$ cat config.mk
export PLATFORM = sky130hd
export DESIGN_NAME = pc_gen
export DESIGN_NICKNAME = d
export VERILOG_FILES = /design/src/rtl/pc_gen.sv
export SDC_FILE = /design/constraint.sdc
export NUM_CORES = 1
export LEC_CHECK = 0
export CORE_MARGIN = 2
export CORE_UTILIZATION = 40
export CTS_BUF_LIST = sky130_fd_sc_hd__clkbuf_16
export CTS_CLUSTER_DIAMETER = 80
export DETAILED_ROUTE_END_ITERATION = 10
export PLACE_DENSITY = 0.8
export RECOVER_POWER = 25
export SYNTH_ARGS = -nofsm -noshare
export SYNTH_HDL_FRONTEND = slang
export SYNTH_SLANG_ARGS = --single-unit
$ cat constraint.sdc
create_clock -name clock_i -period 11.08 [get_ports clock_i]
set_input_delay 2.216 -clock clock_i [delete_from_list [all_inputs] [get_ports clock_i]]
set_output_delay 2.216 -clock clock_i [all_outputs]
set_load 0.02 [all_outputs]
$ cat src/rtl/pc_gen.sv
`default_nettype none
// ============================================================================
// pc_gen : registered fetch PC with valid/ready handshake, branch/trap
//          redirect and misaligned-target reporting.
// Revision: 1.0
// ============================================================================
module pc_gen #(
  parameter int unsigned       XLEN       = 64,
  parameter logic [63:0]       RESET_PC   = 64'h0000_0000_8000_0000,
  parameter int unsigned       INST_BYTES = 4
) (
  input  logic            clock_i,
  input  logic            reset_i,
  input  logic            if_ready_i,
  output logic            pc_valid_o,
  output logic [XLEN-1:0] pc_o,
  input  logic            br_valid_i,
  input  logic            br_taken_i,
  input  logic            br_abs_i,
  input  logic [XLEN-1:0] br_base_i,
  input  logic [XLEN-1:0] br_offset_i,
  input  logic            trap_valid_i,
  input  logic [XLEN-1:0] trap_vec_i,
  output logic            flush_o,
  output logic            br_misalign_o,
  output logic [XLEN-1:0] br_misalign_addr_o
);

  localparam int unsigned     ALIGN_BITS = $clog2(INST_BYTES);
  localparam logic [XLEN-1:0] RESET_PC_X = RESET_PC[XLEN-1:0];
  localparam logic [XLEN-1:0] PC_STEP    = XLEN'(INST_BYTES);

  typedef enum logic [0:0] {
    BOOT = 1'b0,
    RUN  = 1'b1
  } state_t;

  state_t          state_q, state_d;
  logic [XLEN-1:0] pc_q, pc_d;
  logic            mis_q, mis_d;
  logic [XLEN-1:0] mis_addr_q, mis_addr_d;

  logic [XLEN-1:0] target;
  logic            misaligned;
  logic            br_take;
  logic            br_redirect;

  // jalr clears bit 0 of the register target; relative targets wrap mod 2^XLEN
  assign target      = br_abs_i ? {br_offset_i[XLEN-1:1], 1'b0}
                                : br_base_i + br_offset_i;
  assign misaligned  = |target[ALIGN_BITS-1:0];
  assign br_take     = br_valid_i & br_taken_i;
  assign br_redirect = br_take & ~misaligned;

  always_ff @(posedge clock_i or posedge reset_i) begin
    if (reset_i) begin
      state_q    <= BOOT;
      pc_q       <= RESET_PC_X;
      mis_q      <= 1'b0;
      mis_addr_q <= '0;
    end else begin
      state_q    <= state_d;
      pc_q       <= pc_d;
      mis_q      <= mis_d;
      mis_addr_q <= mis_addr_d;
    end
  end

  always_comb begin
    state_d    = state_q;
    pc_d       = pc_q;
    mis_d      = 1'b0;
    mis_addr_d = mis_addr_q;
    flush_o    = 1'b0;
    unique case (state_q)
      BOOT: begin
        state_d = RUN;
      end
      RUN: begin
        flush_o = trap_valid_i | br_redirect;
        if (trap_valid_i) begin
          pc_d = trap_vec_i;
        end else if (br_redirect) begin
          pc_d = target;
        end else if (if_ready_i) begin
          pc_d = pc_q + PC_STEP;
        end
        // Misalign is reported even when a trap wins the PC this cycle
        if (br_take && misaligned) begin
          mis_d      = 1'b1;
          mis_addr_d = target;
        end
      end
      default: begin
        state_d = BOOT;
      end
    endcase
  end

  assign pc_valid_o         = (state_q == RUN);
  assign pc_o               = pc_q;
  assign br_misalign_o      = mis_q;
  assign br_misalign_addr_o = mis_addr_q;

endmodule
`default_nettype wire

==> qor.log, run 1 <==
[run_status] run status complete, but fails checks
[run_status] violations in the final reports max-capacitance violations, max-slew violations
[global_route] initial antenna violation count 1
[logic_synthesis] sequential fraction of the synthesis area 27.2%
[clock_tree] CTS tree built
[critical_path] Worst Setup Start Kind input pin
[clock_tree] Resized cells post-CTS 0
[clock_tree] total CTS buffers 17
[clock_tree] clock latency reported for the late side of the worst-skew pair 0.42 ns
[floorplanning] Site Rows 63
[placement] post-place instance area 15400 um2
[critical_path] data arrival time at the worst-slack endpoint 5.74 ns
[clock_tree] sinks on the clock net 130
[global_route] routing usage on met1 44.9%
[power_and_ir_drop] Design Power 2.26 mW
[logic_synthesis] top cells by instance count after synthesis 214 x sky130_fd_sc_hd__nand2_1, 165 x sky130_fd_sc_hd__a21oi_1, 149 x sky130_fd_sc_hd__o21ai_0, 129 x sky130_fd_sc_hd__dfrtp_1, 113 x sky130_fd_sc_hd__nor2_1
[power_and_ir_drop] fraction of power consumed by combinational cells 43.4%
[power_and_ir_drop] Int Power 1.35 mW
[power_and_ir_drop] leakage component of the power 6.46 nW
[sta] Setup TNS Final 0 ns
[sta] achievable clock frequency 126 MHz
[sta] share of the clock period used by the worst path after layout 71.8%
[cells_and_area] layout cells sized above 1 4.90%
[logic_synthesis] Synth top area share 27.0%
[power_and_ir_drop] worst voltage drop across the vdd grid 112 uV
[placement] RePlAce Congestion 0.976
[clock_tree] number of hold-repair buffers added at the cts stage 0
[placement] port bufs 329
[clock_tree] Root Buffer Master sky130_fd_sc_hd__clkbuf_16
[critical_path] maximum fanout along the worst path 42
[floorplanning] Die Height 177 um
[detailed_routing] post-route DRC violation count 0
[logic_synthesis] most frequently used flop master after synthesis sky130_fd_sc_hd__dfrtp_1
[detailed_routing] Detail Route Antenna Nets 0
[global_route] most utilized layer in the global route result met2
[global_route] first-pass GRT wire length 75.1 mm
[logic_synthesis] count of unique library cells instantiated by Yosys 94
[clock_tree] Clock H-tree levels 4
[detailed_routing] drt wl/cell 22.6 um
[sta] RSZ-0062 raised after global routing false
[power_and_ir_drop] register share of total power 31.1%
[logic_synthesis] share of flip-flops with an asynchronous set or reset 100%
[placement] placed wire-length estimate 39.9 mm
[global_route] number of global-route vias before repair 12600
[floorplanning] overall die width 177 um
[sta] max-slew violation count 70
[floorplanning] number of top-level pins 330
[logic_synthesis] Avg Inst Size Synth 7.65 um2
[critical_path] Required @ worst endpoint 8.86 ns
[cells_and_area] final net count 2089
[cells_and_area] final std cell area, no fill 16000 um2
[floorplanning] area enclosed by the die boundary 31300 um2
[global_route] largest net degree at the start of global routing 72
[logic_synthesis] number of nets produced by synthesis 1827
[detailed_routing] number of design-rule violations left by the first detailed-router iteration 1732
[power_and_ir_drop] power density relative to cell area 141 nW/um2
[clock_tree] clock slew seen by the registers of the worst setup and hold paths 0.06 ns
[placement] DP Cell Count 2196
[floorplanning] starting density of the core 40.5%
[job] max capacitance violation total 1
[detailed_routing] total number of vias 13800
[critical_path] CP endpoint kind primary output
[logic_synthesis] dominant cell by count in the synthesized netlist sky130_fd_sc_hd__nand2_1
[global_route] met3 capacity usage during global routing 6.49%
[cells_and_area] non-filler cells, final 2229
[detailed_routing] final wirelength 50.4 mm
[sta] Worst-Margin Slew 3.12 ns
[sta] Final Hold Fails 0
[sta] shortest clock period the worst path allows after layout 7.96 ns
[cells_and_area] area added between synthesis and finish 33.5%
[logic_synthesis] register bit total from synthesis 130
[sta] headroom to the max-slew limit -109%
[power_and_ir_drop] switch share 40.1%
[logic_synthesis] largest area contributor in the netlist sky130_fd_sc_hd__dfrtp_1
[detailed_routing] total iterations of the first detailed-routing run 6
[sta] skew final 0.0126 ns
[logic_synthesis] top post-synthesis cells by area sky130_fd_sc_hd__dfrtp_1 27%, sky130_fd_sc_hd__a21oi_1 6.9%, sky130_fd_sc_hd__nand2_1 6.7%, sky130_fd_sc_hd__ha_1 6.7%, sky130_fd_sc_hd__o21ai_0 6.2%
[logic_synthesis] synthesized instance count 1563
[clock_tree] Post-CTS Setup Bufs 0
[logic_synthesis] number of flops mapped to enable cells by yosys 0
[logic_synthesis] Syn Std Cell Area 12000 um2
[hold_path] path type of the worst min-delay path flip-flop to flip-flop
[floorplanning] Core Box Area 29600 um2
[global_route] Remaining Overflow, GRT 0
[sta] hold_ws 0.479 ns
[global_route] global-route track usage on met2 45.8%
[power_and_ir_drop] clock power share 25.5%
[cells_and_area] total of fill cells in the finished design 2821
[power_and_ir_drop] net switching power 0.907 mW
[detailed_routing] via-per-instance ratio 6.21
[sta] setup violation total in the final timing report 0
[logic_synthesis] total of warnings raised by yosys 0
[clock_tree] clk buf depth 2
[critical_path] WS Path Type input pin to primary output
[global_route] overall track demand over capacity in global routing 31.3%
## logic make-up after synthesis
family | share of synthesized area, %
other | 0.0314
multiplexers | 1.69
AND/OR/NAND/NOR | 21.9
AO/OA/AOI/OAI | 31.3
flip-flops | 27.2
adder cells (fa/ha/maj) | 6.86
buffers and inverters | 5.15
XOR/XNOR | 5.86
## cell type report
type / instances / area, um2 / area share (%)
diodes: 1 / 2.50 / 0.0157
clock inverters: 15 / 169 / 1.06
clock buffers: 17 / 425 / 2.66
well taps: 390 / 488 / 3.06
repair buffers: 345 / 3400 / 21.3
inverters: 31 / 118 / 0.736
multi-input cells: 1300 / 8110 / 50.8
flip-flops and latches: 130 / 3250 / 20.4
## flip-flops by register name, summed over array words and instances (netlist names)
signal,count
pc_o,64
br_misalign_o,1
br_misalign_addr_o,64
pc_valid_o,1
## per-stage QoR
step	util (%)	setup WS (ns)
finish	54.0	3.12
CTS	54.0	3.15
floorplan	-	4.58
detailed placement	52.0	3.16
global placement	52.0	3.21
global route	54.0	2.96
## path summary, 6_finish.rpt
check / startpoint / endpoint / slack [ns] / cells past startpoint
setup / recovery: br_base_i[0] / flush_o / 3.12 / 13
hold reg to reg: br_misalign_addr_o[33] / br_misalign_addr_o[33] / 0.48 / 2
min in group asynchronous: reset_i / br_misalign_addr_o[12] / 3.15 / 2
hold / removal: br_misalign_addr_o[33] / br_misalign_addr_o[33] / 0.48 / 2
max in group asynchronous: reset_i / br_misalign_addr_o[55] / 6.00 / 3
setup reg to reg: pc_o[8] / pc_o[51] / 7.75 / 9
## cell usage in the layout (no fill, tap or decap), types with 5 or more instances in the layout
master / synthesis / final
sky130_fd_sc_hd__ha_1: 64 / 64
sky130_fd_sc_hd__nand4_1: 39 / 39
sky130_fd_sc_hd__buf_4: 2 / 16
sky130_fd_sc_hd__a211oi_1: 25 / 25
sky130_fd_sc_hd__or3_1: 13 / 13
sky130_fd_sc_hd__dlygate4sd3_1: 0 / 30
sky130_fd_sc_hd__o22ai_1: 11 / 11
sky130_fd_sc_hd__clkdlybuf4s50_1: 0 / 297
sky130_fd_sc_hd__nor3_1: 32 / 32
sky130_fd_sc_hd__nand3_1: 55 / 55
sky130_fd_sc_hd__nand2_1: 214 / 214
sky130_fd_sc_hd__clkbuf_16: 0 / 17
sky130_fd_sc_hd__nand2b_1: 6 / 6
sky130_fd_sc_hd__a21oi_1: 165 / 165
sky130_fd_sc_hd__o211ai_1: 15 / 15
sky130_fd_sc_hd__o21bai_1: 17 / 17
sky130_fd_sc_hd__dfrtp_1: 129 / 129
sky130_fd_sc_hd__nor2_1: 113 / 112
sky130_fd_sc_hd__and3_1: 31 / 31
sky130_fd_sc_hd__o221ai_1: 10 / 10
sky130_fd_sc_hd__o21ai_0: 149 / 149
sky130_fd_sc_hd__o31ai_1: 11 / 11
sky130_fd_sc_hd__o21a_1: 29 / 29
sky130_fd_sc_hd__inv_1: 29 / 29
sky130_fd_sc_hd__a21oi_2: 5 / 5
sky130_fd_sc_hd__a31oi_1: 21 / 21
sky130_fd_sc_hd__mux2i_1: 18 / 18
sky130_fd_sc_hd__and2_1: 10 / 10
sky130_fd_sc_hd__o21ai_1: 8 / 7
sky130_fd_sc_hd__xor2_1: 28 / 28
sky130_fd_sc_hd__xnor2_1: 52 / 52
sky130_fd_sc_hd__a221oi_1: 13 / 13
sky130_fd_sc_hd__a211o_1: 6 / 6
sky130_fd_sc_hd__a21o_1: 29 / 29
sky130_fd_sc_hd__a22oi_1: 5 / 5
sky130_fd_sc_hd__nor4_1: 10 / 10
## critical path, stage by stage
cell	delay, ns
sky130_fd_sc_hd__clkdlybuf4s50_1	0.47
sky130_fd_sc_hd__ha_1	0.20
sky130_fd_sc_hd__inv_1	0.07
sky130_fd_sc_hd__fa_1	0.47
sky130_fd_sc_hd__nand2_1	0.07
sky130_fd_sc_hd__o21a_1	0.31
sky130_fd_sc_hd__or2_2	0.32
sky130_fd_sc_hd__buf_4	0.28
sky130_fd_sc_hd__nand2_1	0.12
sky130_fd_sc_hd__buf_4	0.33
sky130_fd_sc_hd__nand2_1	0.18
sky130_fd_sc_hd__inv_1	0.08
sky130_fd_sc_hd__clkdlybuf4s50_1	0.59
## power groups by stage
| stage | logic (mW) | clock network, mW | registers [mW] |
|---|---|---|---|
| global placement | 0.963 | 0 | 0.703 |
| detailed placement | 0.974 | 0 | 0.705 |
| CTS | 0.978 | 0.574 | 0.698 |
| global route | 1.04 | 0.597 | 0.712 |
| floorplan | 0.416 | 0 | 0.790 |
| finish | 0.981 | 0.576 | 0.702 |
## layer usage
layer / share of wire, % / up-vias / wire (um)
li1: - / 6319 / -
met1: 43 / 6547 / 21700
met2: 42 / 856 / 21400
met3: 10 / 122 / 5210
met4: 4.1 / 0 / 2080
met5: 0 / - / 0
No activity file was read; power rests on OpenSTA's default activity.
==> run 2, diff against run 1 <==
==> constraint.sdc (replaced) <==
create_clock -name clock_i -period 8.07 [get_ports clock_i]
set_input_delay 1.614 -clock clock_i [delete_from_list [all_inputs] [get_ports clock_i]]
set_output_delay 1.614 -clock clock_i [all_outputs]
set_load 0.02 [all_outputs]
==> run 2 against run 1 <==
Clock-buffer cell count stayed put. Power is 37% higher. Sequential power is 37% higher. Via count is 0.92% lower. Critical endpoint unchanged. Critical path type unchanged. Sequential share of layout area hardly changed. Highest routed layer unchanged. Core utilization is 0.064 points higher. Clock power is 39% higher. The run still ends with max-capacitance violations, max-slew violations left. Global-route usage is 0.12 points lower. Largest power group unchanged.
==> qor.log, run 2 (same netlist as run 1, synthesis figures left out) <==
[critical_path] data arrival time at the worst-slack endpoint 4.49 ns [-1.25 ns]
[cells_and_area] end-of-flow core utilization 54.1% [+0.064 points]
[run_status] run status complete, but fails checks
[clock_tree] Clock H-tree levels 4 [unchanged]
[power_and_ir_drop] worst voltage drop across the vdd grid 128 uV [+15%]
[detailed_routing] Detail Route Antenna Nets 0 [unchanged]
[detailed_routing] number of design-rule violations left by the first detailed-router iteration 1696 [-2.1%]
[detailed_routing] total number of vias 13700 [-0.92%]
[cells_and_area] layout cells sized above 1 4.73% [-0.17 points]
[critical_path] Worst Setup Start Kind input pin
[clock_tree] total CTS buffers 17 [unchanged]
[sta] shortest clock period the worst path allows after layout 6.10 ns
[sta] post-route setup slack 1.97 ns [-1.15 ns]
[clock_tree] Resized cells post-CTS 0 [unchanged]
[global_route] first-pass GRT wire length 74.4 mm [-0.92%]
[detailed_routing] total iterations of the first detailed-routing run 8 [+2]
[cells_and_area] area added between synthesis and finish 33.7%
[clock_tree] CTS tree built
[clock_tree] clock slew seen by the registers of the worst setup and hold paths 0.05 ns [about the same]
[clock_tree] Root Buffer Master sky130_fd_sc_hd__clkbuf_16
[floorplanning] Core Box Area 29600 um2 [unchanged]
[placement] port bufs 329 [unchanged]
[placement] Worst Setup Slack post-DPL 1.98 ns [-1.18 ns]
[detailed_routing] post-route DRC violation count 0 [unchanged]
[detailed_routing] final wirelength 49.9 mm [-0.97%]
[sta] setup violation total in the final timing report 0 [unchanged]
[detailed_routing] uppermost layer routed met4
[placement] placed wire-length estimate 39.5 mm [-1.1%]
[placement] RePlAce Congestion 0.943 [-3.3%]
[detailed_routing] wire length on met3 5.30 mm [+1.7%]
[sta] Final Hold Fails 0 [unchanged]
[clock_tree] clk buf depth 2 [unchanged]
[detailed_routing] drt wl/cell 22.4 um [-1.1%]
[cells_and_area] most frequent cells in the layout 296 x sky130_fd_sc_hd__clkdlybuf4s50_1, 214 x sky130_fd_sc_hd__nand2_1, 165 x sky130_fd_sc_hd__a21oi_1
[global_route] initial antenna violation count 3 [+2]
[detailed_routing] Routed met1 length 21.2 mm [-2.5%]
[sta] skew final 0.00817 ns [-0.00440 ns]
[sta] achievable clock frequency 164 MHz
[power_and_ir_drop] power density relative to cell area 194 nW/um2 [+37%]
[sta] max-slew violation count 69 [-1.4%]
[critical_path] worst path cell trace clkdlybuf4s50_1, ha_1, inv_1, fa_1, nand2_1, o21a_1, or2_2, nand2_1, nand2_1, inv_1, clkdlybuf4s50_1
[critical_path] CP endpoint kind primary output
[critical_path] worst flop-to-flop path startpoint pc_o[7]
[critical_path] cell with the biggest individual delay on the critical path sky130_fd_sc_hd__clkdlybuf4s50_1
[floorplanning] overall die width 177 um [unchanged]
[sta] headroom to the max-slew limit -108% [+0.65 points]
[sta] share of the clock period used by the worst path after layout 75.6%
[critical_path] origin of the worst setup path br_offset_i[0]
[hold_path] path type of the worst min-delay path flip-flop to flip-flop
[clock_tree] number of hold-repair buffers added at the cts stage 0 [unchanged]
[placement] post-place instance area 15400 um2 [about the same]
[global_route] number of global-route vias before repair 12500 [-0.41%]
[floorplanning] starting density of the core 40.5% [unchanged]
[power_and_ir_drop] leakage component of the power 6.47 nW [+0.18%]
[cells_and_area] final std cell area, no fill 16000 um2 [+0.12%]
[job] max capacitance violation total 1 [unchanged]
[hold_path] Min-Delay Startpoint br_misalign_addr_o[20]
[global_route] Remaining Overflow, GRT 0 [unchanged]
[critical_path] Required @ worst endpoint 6.46 ns [-2.40 ns]
[global_route] largest net degree at the start of global routing 93 [+29%]
[clock_tree] clock latency reported for the late side of the worst-skew pair 0.42 ns [about the same]
[sta] RSZ-0062 raised after global routing false
[floorplanning] Die Height 177 um [unchanged]
[clock_tree] sinks on the clock net 130 [unchanged]
[sta] hold_ws 0.470 ns [-0.00917 ns]
[sta] Worst-Margin Slew 3.11 ns [-0.00972 ns]
[run_status] violations in the final reports max-capacitance violations, max-slew violations
[critical_path] WS Path Type input pin to primary output
[cells_and_area] commonest non-fill, non-tap cell in the layout sky130_fd_sc_hd__clkdlybuf4s50_1
[floorplanning] Site Rows 63 [unchanged]
[critical_path] maximum fanout along the worst path 4 [-90%]
[floorplanning] area enclosed by the die boundary 31300 um2 [unchanged]
[detailed_routing] routed length on met2 21.2 mm [-0.90%]
[detailed_routing] via-per-instance ratio 6.14 [-1.1%]
[floorplanning] number of top-level pins 330 [unchanged]
[global_route] overall track demand over capacity in global routing 31.1% [-0.12 points]
[clock_tree] Post-CTS Setup Bufs 0 [unchanged]
[sta] Setup TNS Final 0 ns [unchanged]
[critical_path] Crit path top cell by count sky130_fd_sc_hd__nand2_1
[cells_and_area] final net count 2090 [+0.048%]
[critical_path] CP peak stage delay 0.60 ns [about the same]
## run 2: cell types whose count changed in the layout (fill, tap and decap cells not counted)
cell | before | now
sky130_fd_sc_hd__clkinv_4 | 3 | 0
sky130_fd_sc_hd__bufinv_16 | 3 | 4
sky130_fd_sc_hd__dlygate4sd3_1 | 30 | 31
sky130_fd_sc_hd__buf_4 | 16 | 17
sky130_fd_sc_hd__clkinvlp_4 | 4 | 2
sky130_fd_sc_hd__diode_2 | 1 | 4
sky130_fd_sc_hd__clkinv_1 | 2 | 6
sky130_fd_sc_hd__clkdlybuf4s50_1 | 297 | 296
## run 2: per-layer routing
layer  vias to the layer above  track usage, %
met2                       811            45.5
met4                         0            13.2
li1                       6335               -
met3                       117            7.00
met5                         -               0
met1                      6454            44.0
## run 2: critical path, delay by kind of cell
kind / cells / cell delay (ns)
adders and majority gates: 2 / 0.67
buffers and inverters: 4 / 1.24
and+or+nand+nor: 4 / 0.67
AOI/OAI and AO/OA: 1 / 0.30
## run 2: worst paths after layout
| check | slack, ns | cells after the start | end |
|---|---|---|---|
| worst min-delay path | 0.47 | 2 | br_misalign_addr_o[20] |
| worst max-delay path | 1.97 | 11 | flush_o |
| min in group asynchronous | 2.55 | 2 | pc_o[5] |
| max in group asynchronous | 3.61 | 3 | pc_o[15] |
| worst max register to register | 4.70 | 9 | pc_o[51] |
| worst min register to register | 0.47 | 2 | br_misalign_addr_o[20] |
## run 2: report_power, final
group / internal, mW / switching [mW]
clock: 0.508 / 0.292
combinational: 0.583 / 0.761
sequential: 0.793 / 0.169
total: 1.88 / 1.22
## run 2: area by class of cell
type	instances	area, um2
Timing Repair Buffer	346	3410
Clock inverter	15	173
Sequential cell	130	3250
Inverter	31	118
Fill cell	2805	13600
Clock buffer	17	425
Antenna cell	4	10.0
Multi-Input combinational cell	1300	8110
Tap cell	390	488
## run 2: metrics by stage
| stage | total power [mW] | instances |
|---|---|---|
| 2_1_floorplan | 1.66 | 1563 |
| 4_1_cts | 3.10 | 2229 |
| 3_5_place_dp | 2.30 | 2197 |
| 5_1_grt | 3.24 | 2232 |
| 3_3_place_gp | 2.28 | 2197 |
| 6_report | 3.11 | 2233 |
